<file path="src/rtl/rotation_match_pkg.sv">
// Shared types, constants and the rotate-left helper for the rotation match finder.
// Optional feature macro: ROTATION_MATCH_MATCH_ALL_EN (used by rotation_match_finder).
package rotation_match_pkg;

  typedef enum logic [1:0] {
    IDLE = 2'd0,
    SCAN = 2'd1,
    DONE = 2'd2
  } state_t;

  localparam int DEFAULT_WIDTH = 16;
  localparam int DEFAULT_SSW   = $clog2(DEFAULT_WIDTH);

  // Rotate-left: bits leaving the MSB re-enter at the LSB.
  // Doubling the word turns the rotate into a plain shift of the upper half.
  function automatic logic [DEFAULT_WIDTH-1:0] rotl(
    input logic [DEFAULT_WIDTH-1:0] value,
    input logic [DEFAULT_SSW-1:0]   amount
  );
    logic [2*DEFAULT_WIDTH-1:0] dbl;
    dbl = {value, value} << amount;
    return dbl[2*DEFAULT_WIDTH-1:DEFAULT_WIDTH];
  endfunction

endpackage

</file>
<file path="src/rtl/rotl_word.sv">
// Combinational rotate-left of a WIDTH-bit word by an SSW-bit amount.
// At the default width the shared package helper is used so RTL and bench
// share one definition of the rotation.
module rotl_word
  import rotation_match_pkg::*;
#(
  parameter int WIDTH = DEFAULT_WIDTH,
  parameter int SSW   = $clog2(WIDTH)
) (
  input  logic [WIDTH-1:0] value,
  input  logic [SSW-1:0]   amount,
  output logic [WIDTH-1:0] result
);

  generate
    if (WIDTH == DEFAULT_WIDTH) begin : g_pkg
      assign result = rotl(value, amount);
    end else begin : g_generic
      logic [2*WIDTH-1:0] dbl;
      assign dbl    = {value, value} << amount;
      assign result = dbl[2*WIDTH-1:WIDTH];
    end
  endgenerate

endmodule

</file>
<file path="src/rtl/rotation_match_finder.sv">
// Rotation match finder: captures a data word and a target, steps the rotate
// amount 0..WIDTH-1 one per clock and reports the first rotation that matches.
// Optional feature macro: ROTATION_MATCH_MATCH_ALL_EN -- scan all amounts and
// report every matching amount in match_mask (lowest one in amount).
module rotation_match_finder
  import rotation_match_pkg::*;
#(
  parameter  int WIDTH = DEFAULT_WIDTH,
  localparam int SSW   = $clog2(WIDTH)
) (
  input  logic             clk,
  input  logic             rst,
  input  logic             start,
  input  logic [WIDTH-1:0] data_in,
  input  logic [WIDTH-1:0] target_in,
  output logic             busy,
  output logic             done,
  output logic             found,
  output logic [SSW-1:0]   amount,
  output logic [WIDTH-1:0] match_mask
);

  state_t           state_r, state_nxt;
  logic [WIDTH-1:0] data_r, data_nxt;
  logic [WIDTH-1:0] target_r, target_nxt;
  logic [SSW-1:0]   cnt_r, cnt_nxt;
  logic             found_r, found_nxt;
  logic [SSW-1:0]   amount_r, amount_nxt;
  logic             done_r, done_nxt;
  logic             busy_r, busy_nxt;
  logic [WIDTH-1:0] rot_word_s;
  logic             hit_s;
  logic             last_s;

  rotl_word #(
    .WIDTH (WIDTH),
    .SSW   (SSW)
  ) u_rotl (
    .value  (data_r),
    .amount (cnt_r),
    .result (rot_word_s)
  );

  assign hit_s  = (rot_word_s == target_r);
  assign last_s = (cnt_r == SSW'(WIDTH - 1));

  // State register with synchronous reset.
  always_ff @(posedge clk) begin
    if (rst) begin
      state_r <= IDLE;
    end else begin
      state_r <= state_nxt;
    end
  end

  // Next-state decode: early exit on the first hit unless every amount is scanned.
  always_comb begin
    state_nxt = state_r;
    case (state_r)
      IDLE: begin
        if (start) begin
          state_nxt = SCAN;
        end else begin
          state_nxt = IDLE;
        end
      end
      SCAN: begin
`ifdef ROTATION_MATCH_MATCH_ALL_EN
        if (last_s) begin
`else
        if (hit_s || last_s) begin
`endif
          state_nxt = DONE;
        end else begin
          state_nxt = SCAN;
        end
      end
      DONE:    state_nxt = IDLE;
      default: state_nxt = IDLE;
    endcase
  end

`ifdef ROTATION_MATCH_MATCH_ALL_EN
  logic [WIDTH-1:0] mask_r, mask_nxt;
`endif

  // Output/datapath decode: next values for the capture, counter and result registers.
  always_comb begin
    data_nxt   = data_r;
    target_nxt = target_r;
    cnt_nxt    = cnt_r;
    found_nxt  = found_r;
    amount_nxt = amount_r;
    done_nxt   = 1'b0;
`ifdef ROTATION_MATCH_MATCH_ALL_EN
    mask_nxt   = mask_r;
`endif
    case (state_r)
      IDLE: begin
        if (start) begin
          data_nxt   = data_in;
          target_nxt = target_in;
          cnt_nxt    = {SSW{1'b0}};
          found_nxt  = 1'b0;
          amount_nxt = {SSW{1'b0}};
`ifdef ROTATION_MATCH_MATCH_ALL_EN
          mask_nxt   = {WIDTH{1'b0}};
`endif
        end else begin
          data_nxt = data_r;
        end
      end
      SCAN: begin
`ifdef ROTATION_MATCH_MATCH_ALL_EN
        // Every amount is evaluated; the lowest hit is kept in amount.
        if (hit_s) begin
          mask_nxt = mask_r | ({{(WIDTH-1){1'b0}}, 1'b1} << cnt_r);
          if (!found_r) begin
            found_nxt  = 1'b1;
            amount_nxt = cnt_r;
          end else begin
            found_nxt = found_r;
          end
        end else begin
          mask_nxt = mask_r;
        end
        if (last_s) begin
          done_nxt = 1'b1;
        end else begin
          cnt_nxt = cnt_r + SSW'(1);
        end
`else
        if (hit_s) begin
          found_nxt  = 1'b1;
          amount_nxt = cnt_r;
          done_nxt   = 1'b1;
        end else if (last_s) begin
          found_nxt  = 1'b0;
          amount_nxt = {SSW{1'b0}};
          done_nxt   = 1'b1;
        end else begin
          cnt_nxt = cnt_r + SSW'(1);
        end
`endif
      end
      DONE:    done_nxt = 1'b0;
      default: done_nxt = 1'b0;
    endcase
    busy_nxt = (state_nxt != IDLE);
  end

  // Datapath and output registers with synchronous reset.
  always_ff @(posedge clk) begin
    if (rst) begin
      data_r   <= {WIDTH{1'b0}};
      target_r <= {WIDTH{1'b0}};
      cnt_r    <= {SSW{1'b0}};
      found_r  <= 1'b0;
      amount_r <= {SSW{1'b0}};
      done_r   <= 1'b0;
      busy_r   <= 1'b0;
    end else begin
      data_r   <= data_nxt;
      target_r <= target_nxt;
      cnt_r    <= cnt_nxt;
      found_r  <= found_nxt;
      amount_r <= amount_nxt;
      done_r   <= done_nxt;
      busy_r   <= busy_nxt;
    end
  end

`ifdef ROTATION_MATCH_MATCH_ALL_EN
  // Match mask register, cleared on reset and on each accepted start.
  always_ff @(posedge clk) begin
    if (rst) begin
      mask_r <= {WIDTH{1'b0}};
    end else begin
      mask_r <= mask_nxt;
    end
  end
  assign match_mask = mask_r;
`else
  assign match_mask = {WIDTH{1'b0}};
`endif

  assign busy   = busy_r;
  assign done   = done_r;
  assign found  = found_r;
  assign amount = amount_r;

endmodule

</file>
<file path="config.mk">
export PLATFORM = sky130hd
export DESIGN_NAME = rotation_match_finder
export DESIGN_NICKNAME = d
export VERILOG_FILES = /design/src/rtl/rotation_match_pkg.sv /design/src/rtl/rotl_word.sv /design/src/rtl/rotation_match_finder.sv
export SDC_FILE = /design/constraint.sdc
export NUM_CORES = 1
export LEC_CHECK = 0
export ABC_CLOCK_PERIOD_IN_PS = 4580
export CAP_MARGIN = 20
export CORE_MARGIN = 1.5
export CORE_UTILIZATION = 25
export DETAILED_ROUTE_END_ITERATION = 10
export PLACE_DENSITY_LB_ADDON = 0.12
export SYNTH_ARGS = -nofsm -noshare
export SYNTH_HDL_FRONTEND = slang
export SYNTH_SLANG_ARGS = --single-unit
</file>
<file path="constraint.sdc">
create_clock -name clk -period 4.58 [get_ports clk]
set_clock_uncertainty 0.1 [all_clocks]
set_input_delay 0.916 -clock clk [delete_from_list [all_inputs] [get_ports clk]]
set_output_delay 0.916 -clock clk [all_outputs]
set_load 0.01 [all_outputs]
</file>
==> results of run 1 <==
[cells by family (layout without fill, tap and decap cells)]
logic type,after synthesis,count (layout)
AO/OA/AOI/OAI,62,62
adder cells (fa/ha/maj),1,1
buffers and inverters,39,58
flip-flops,45,45
multiplexers,39,39
other,1,16
AND/OR/NAND/NOR,172,172
[routing by layer]
| layer | global-route usage, % | wire length [um] | up-vias |
|---|---|---|---|
| li1 | - | - | 1334 |
| met1 | 16.5 | 3840 | 1270 |
| met2 | 22.1 | 3830 | 52 |
| met3 | 2.69 | 268 | 9 |
| met4 | 3.54 | 116 | 0 |
| met5 | 0 | 0 | - |
[how the worst max path moves through the flow]
stage                     to  slack (ns)
floorplan           cnt_r[0]        1.61
global placement    cnt_r[1]        0.71
detailed placement  cnt_r[1]        0.69
CTS                 cnt_r[1]        0.69
global route        cnt_r[0]        0.31
finish              cnt_r[1]        0.74
[final cells by class]
class,count,share of cell area (%)
Multi-Input combinational cell,290,54.0
Sequential cell,45,23.6
Timing Repair Buffer,48,12.1
Tap cell,168,5.51
Clock buffer,5,3.28
Clock inverter,3,1.25
Inverter,2,0.197
[flip-flops by register name (all words and copies together), names as in the netlist]
register  cells
busy          1
amount        4
data_r       16
found         1
cnt_r         4
done          1
state_r       2
target_r     16
[layout by cell type (no fill, tap or decap), types with 3 or more instances in the layout]
master / synthesis / routed
nand2_1: 80 / 80
clkbuf_16: 0 / 5
nand2b_1: 19 / 19
mux2i_1: 16 / 16
nor4b_1: 7 / 7
nand3_1: 7 / 7
nor3_1: 4 / 4
nor4bb_1: 4 / 4
nor2b_1: 3 / 3
o31ai_1: 7 / 7
o22ai_1: 6 / 6
or3b_2: 6 / 6
clkdlybuf4s50_1: 0 / 41
mux4_2: 11 / 11
conb_1: 1 / 16
dfxtp_1: 45 / 45
nor2_1: 15 / 15
a21oi_1: 38 / 38
buf_4: 17 / 7
mux4_1: 5 / 5
nand3b_1: 8 / 8
nor4_1: 5 / 5
mux2i_4: 4 / 4
[per-stage QoR]
step,instance area [um^2],util (%),hold slack (ns),worst slack [ns]
global placement,3640,30.1,0.360,0.707
detailed placement,3640,30.1,0.361,0.694
CTS,3810,31.5,0.378,0.686
finish,3810,31.5,0.369,0.739
global route,3810,31.5,0.397,0.310
floorplan,3200,-,0.360,1.61
[worst register-to-register path, stage by stage, from the launching register on]
cell      delay (ns)
dfxtp_1         0.86
mux4_1          0.69
mux2i_1         0.34
nand2b_1        0.19
o22ai_1         0.09
nor4_1          0.64
nor4_4          0.16
a211oi_4        0.33
mux2_1          0.34
[power groups by stage]
stage	registers [mW]	logic, mW	clock network (mW)
after floorplan	0.439	0.194	0
after global placement	0.456	0.246	0
after detailed placement	0.457	0.248	0
after CTS	0.448	0.249	0.441
after global routing	0.454	0.272	0.458
final	0.448	0.245	0.427
==> summary.md, run 1 <==
| Metric | Value |
|---|---|
| Crit path buf inv count | 0 |
| Mux cell area share after synthesis | between 20% and 30% |
| Grt ovf | 0 |
| Crit path required time | between 4 and 5 ns |
| Register Area | around 900 um^2 |
| Antenna fix cells | 0 |
| Share of layout cells above drive strength 1 | between 10% and 20% |
| Cell family with most CP delay | multiplexers |
| Type of origin of the critical path | flip-flop |
| Simple-gate share of the synthesized area | a little under a third |
| Hold depth | 2 |
| P_leak | around 1.3 nW |
| First-pass GRT wire length | around 13 mm |
| Slowest Stage Delay on Critical Path | about 0.86 ns |
| Slew Limit Fails | 0 |
| Initial antenna violation count | 0 |
| Post-detail-place hpwl | 6.20 mm |
| Largest net degree at the start of global routing | 34 |
| Die ar. | 13200 um^2 |
| R2R depth | 8 |
| Via count | about 2700 |
| Routability cong. | between 0.7 and 0.8 |
| Worst Setup End Kind | flip-flop |
| Warnings from Yosys | 0 |
| Sequential share of power | roughly 40% |
| CTS resizes | 0 |
| CTS clock-pin slew for the worst setup and hold paths | ~0.07 ns |
| Drt initial violations | around 90 |
| Synth area leader | dfxtp_1 |
| Crit-path cells | mux4_1 > mux2i_1 > nand2b_1 > o22ai_1 > nor4_1 > nor4_4 > a211oi_4 > mux2_1 |
| Critical path class | reg -> reg |
| Routed wire per std cell | between 10 and 15 um |
| CTS tree | built |
| Hold WC Path Type | reg -> reg |
| Die height | between 100 and 150 um |
| Peak Freq | ~0.26 GHz |
| Fill count | about 1300 |
| Post CTS Setup Buffer Count | 0 |
| Initial Utilization | about a quarter |
| Routed Antenna Nets | 0 |
| Clock latency on the worst-skew pair | 0.30 ns |
| Worst r2r dst | cnt_r[1] |
| Final hold vios | 0 |
| Maximum VDD drop | 0.170 mV |
| Adder-Cell Fraction of Synth Area | 0.398% |
| Syn_area_per_cell | 8.75 um^2 |
| Post-Synth XOR/XNOR Area | 0% |
| Std-Cell Rows | 40 |
| H-tree depth | 2 |
| Total CTS buffers | 5 |
| Clock sink count | 45 |
| Outcome | completed |
| Post-Syn Area | 3140 um^2 |
| Largest family of logic cells by synthesized area | simple AND/OR/NAND/NOR gates |
| R2R setup slack | 0.74 ns |
| Combinational share of power | 21.9% |
| Initial DRT Pass Iterations | 4 |
| Number of synthesized register bits | 45 |
| Worst path arrival time | 3.93 ns |
| Overall power | ~1.1 mW |
| Top FF cell, synth | dfxtp_1 |
| Number of port buffers | between 40 and 50 |
| Area of the multi-input gates | 2060 um^2 |
| Final worst-path cycle share | between 80% and 90% |
| Die X | ~120 um |
| Count of non-filler cells in the finished layout | 561 |
| Max-slew headroom | approximately 33% |
| Fin nets | around 430 |
| Core Area | 12100 um^2 |
| Tmin final | around 3.8 ns |
| Clock share of power | between 30% and 40% |
| Main area contributors after synthesis | dfxtp_1 (29%), nand2_1 (9.6%), mux4_2 (7.9%) |
| Crit-path slowest cell | dfxtp_1 |
| RSZ-0062 raised after global routing | no |
| Count leader, synth | nand2_1 |
| Unique masters post-synth | 48 |
| Hold EP | found |
| Clock Path Buffers | 2 |
| NetSw | between 0.3 and 0.4 mW |
| Pint | a little under 0.8 mW |
| Layout area overhead | 21.4% |
| Final setup viols | 0 |
| EDFF count, synth | 0 |
| CP Max Fanout | 20 |
| CTS root buf | clkbuf_16 |
| Max Cap Viol | 0 |
| CP startpoint | cnt_r[2] |
| Gate Count Post-Synth | 359 |
| Post-Place Cells | about 550 |
| Post-CTS Hold Buffers | 0 |
| Post-Route Setup TNS | 0 ns |
| Synth top area share | around 29% |
| FF-to-FF Start | cnt_r[2] |
| DRC Markers | 0 |
| Top cells by count, synth | nand2_1 (80), dfxtp_1 (45), a21oi_1 (38) |
| Compound-Gate Fraction of Synth Area | between 10 and 15% |
| Sequential fraction of the synthesis area | ~29% |
| Routed vias/inst | roughly 4.8 |
| Worst Max-Slew Pin Slew | 1.01 ns |
| Synth async-reset ratio | 0% |
| Final wirelength | approximately 8.1 mm |
| Total track usage | between 10% and 20% |
| Number of stages on the worst setup path | 8 |
| Number of global-route vias before repair | 2642 |
| Hold path start | found |
| Switch share | 29.1% |
| Num ports | 58 |
| PwrDens | 294 nW/um^2 |
Note: power is estimated with default switching activity, not from simulation.
==> inputs of run 2 (changes only) <==
- ABC_CLOCK_PERIOD_IN_PS: 4580 -> 3300
- clock period: 4.58 -> 3.3 ns (I/O delays scaled with it)
==> run 2 against run 1 <==
Largest cell class unchanged. Largest power group unchanged. Hold slack better by 0.00068 ns. Via count increased by 2.4%. Fmax up 22%. Die area stayed put. Global-route usage shrank 0.25 points. Clock-buffer cell count unchanged. Wire length increased by 0.97%. Highest routed layer unchanged. Critical endpoint unchanged. Sequential share of layout area decreased by 1.6 points. Setup slack worse by 0.58 ns.
==> summary.md, run 2 (synthesis results as in run 1) <==
| Metric | Value |
|---|---|
| Hold WC Path Type | reg -> reg |
| Routed wire per std cell | approximately 14 um |
| Most used cell, CP | buf_4 |
| Number of port buffers | slightly above 40 |
| Total track usage | 12.6% |
| Die height | about 120 um |
| Core Area | 12100 um^2 |
| Die X | about 120 um |
| CP Max Fanout | 9 |
| Clock latency on the worst-skew pair | roughly 0.29 ns |
| Fin nets | between 400 and 500 |
| Outcome | completed |
| Type of origin of the critical path | flip-flop |
| Final hold vios | 0 |
| Initial Utilization | 25.9% |
| Final worst-path cycle share | between 90% and 100% |
| Worst Setup End Kind | flip-flop |
| Slowest Stage Delay on Critical Path | 0.59 ns |
| DRC Markers | 0 |
| Crit path required time | 3.38 ns |
| Total CTS buffers | 5 |
| Slew Limit Fails | 0 |
| Overall power | between 1.5 and 2 mW |
| Layout area overhead | 30.9% |
| Max Cap Viol | 0 |
| Crit-path cells | buf_12 > mux4_2 > mux2i_4 > buf_4 > o31ai_1 > nor4_2 > buf_4 > nor4_4 > buf_4 > a211oi_4 > mux2_1 |
| Number of global-route vias before repair | between 2000 and 3000 |
| Critical path class | reg -> reg |
| Cell family with most CP delay | multiplexers |
| Initial antenna violation count | 0 |
| RSZ-0062 raised after global routing | no |
| Std-Cell Rows | 40 |
| CTS root buf | clkbuf_16 |
| Drt initial violations | 160 |
| Routed Antenna Nets | 0 |
| Most frequent cells in the layout | nand2_1 (80), dfxtp_1 (43), clkdlybuf4s50_1 (41) |
| Crit path buf inv count | 4 |
| P_leak | around 1.4 nW |
| Tmin final | 3.14 ns |
| PwrDens | 396 nW/um^2 |
| Largest net degree at the start of global routing | 35 |
| Maximum VDD drop | ~0.22 mV |
| Hold_ws | around 0.37 ns |
| Initial DRT Pass Iterations | 4 |
| Commonest non-fill, non-tap cell in the layout | nand2_1 |
| Share of layout cells above drive strength 1 | slightly above 20% |
| CTS clock-pin slew for the worst setup and hold paths | around 0.070 ns |
| Final wirelength | 8.14 mm |
| Max-slew headroom | about three fifths |
| Die ar. | about 13000 um^2 |
| Biggest regs | data_r: 16 flops, target_r: 16 flops |
| Via count | roughly 2700 |
| Routability cong. | roughly 0.80 |
| Num ports | 58 |
| Worst path arrival time | ~3.2 ns |
| Peak Freq | about 0.32 GHz |
| Worst Max-Slew Pin Slew | around 0.6 ns |
| H-tree depth | 2 |
| Post-detail-place hpwl | around 6.0 mm |
| Routed vias/inst | about 4.7 |
| Crit-path slowest cell | mux4_2 |
| CTS tree | built |
| Clock Path Buffers | 2 |
| Clock sink count | 45 |
| Final setup viols | 0 |
| Post-CTS Hold Buffers | 0 |
| Antenna fix cells | 0 |
| First-pass GRT wire length | roughly 13 mm |
| Grt ovf | 0 |
## run 2: final timing paths
path	depth (start not counted)	from	to	slack, ns
worst min register to register	2	amount[0]	amount[0]	0.37
worst max-delay path	11	cnt_r[1]	cnt_r[1]	0.16
worst min-delay path	2	amount[0]	amount[0]	0.37
worst max register to register	11	cnt_r[1]	cnt_r[1]	0.16
## run 2: power by group
part / switching, mW / total (mW) / internal (mW)
registers: 0.0401 / 0.612 / 0.572
clock network: 0.238 / 0.602 / 0.363
logic: 0.197 / 0.416 / 0.219
## run 2: per-layer routing
| metal | up-vias | global-route usage (%) | part of all wire [%] |
|---|---|---|---|
| met1 | 1291 | 16.3 | 46 |
| met3 | 5 | 2.58 | 4.2 |
| met2 | 49 | 21.5 | 49 |
| li1 | 1384 | - | - |
| met5 | - | 0 | 0 |
| met4 | 0 | 3.37 | 0.85 |
## run 2: timing repair
action	CTS	global route
setup buffers	0	4
hold endpoints to repair	0	0
pin swaps	0	4
gates cloned	0	1
gates resized for setup	1	17
endpoints found under the setup margin	2	8
## run 2: through the flow
stage          setup TNS [ns]  setup slack, ns  instances  instance area [um^2]  util (%)
6_report                    0            0.157        584                  4110      33.9
3_5_place_dp           -0.182          -0.0929        571                  3810      31.5
4_1_cts                     0           0.0297        579                  3990      32.9
2_1_floorplan               0            0.333        374                  3200         -
5_1_grt                     0           0.0146        584                  4110      33.9
3_3_place_gp          -0.0238          -0.0134        571                  3810      31.5
## run 2: final cells by class
cell class | count | area [um^2]
clock buffer | 5 | 125
clock inverter | 3 | 47.5
multi-input combinational | 290 | 2120
sequential | 45 | 906
tap | 168 | 210
inverter | 2 | 7.51
timing repair buffer | 71 | 691
fill | 1294 | 8000
## run 2: worst reg2reg max path: stages (launching register included)
cell and delay (ns):
dfxtp_2 0.38, buf_12 0.15, mux4_2 0.59, mux2i_4 0.26, buf_4 0.16, o31ai_1 0.07
nor4_2 0.32, buf_4 0.17, nor4_4 0.04, buf_4 0.16, a211oi_4 0.30, mux2_1 0.34
==> inputs of run 3 (changes only) <==
- GPL_ROUTABILITY_DRIVEN: not set -> 1
- SKIP_CTS_REPAIR_TIMING: not set -> 1
==> results of run 3 <==
Same layout as run 2: the final DEF is identical, and so are final timing and power.
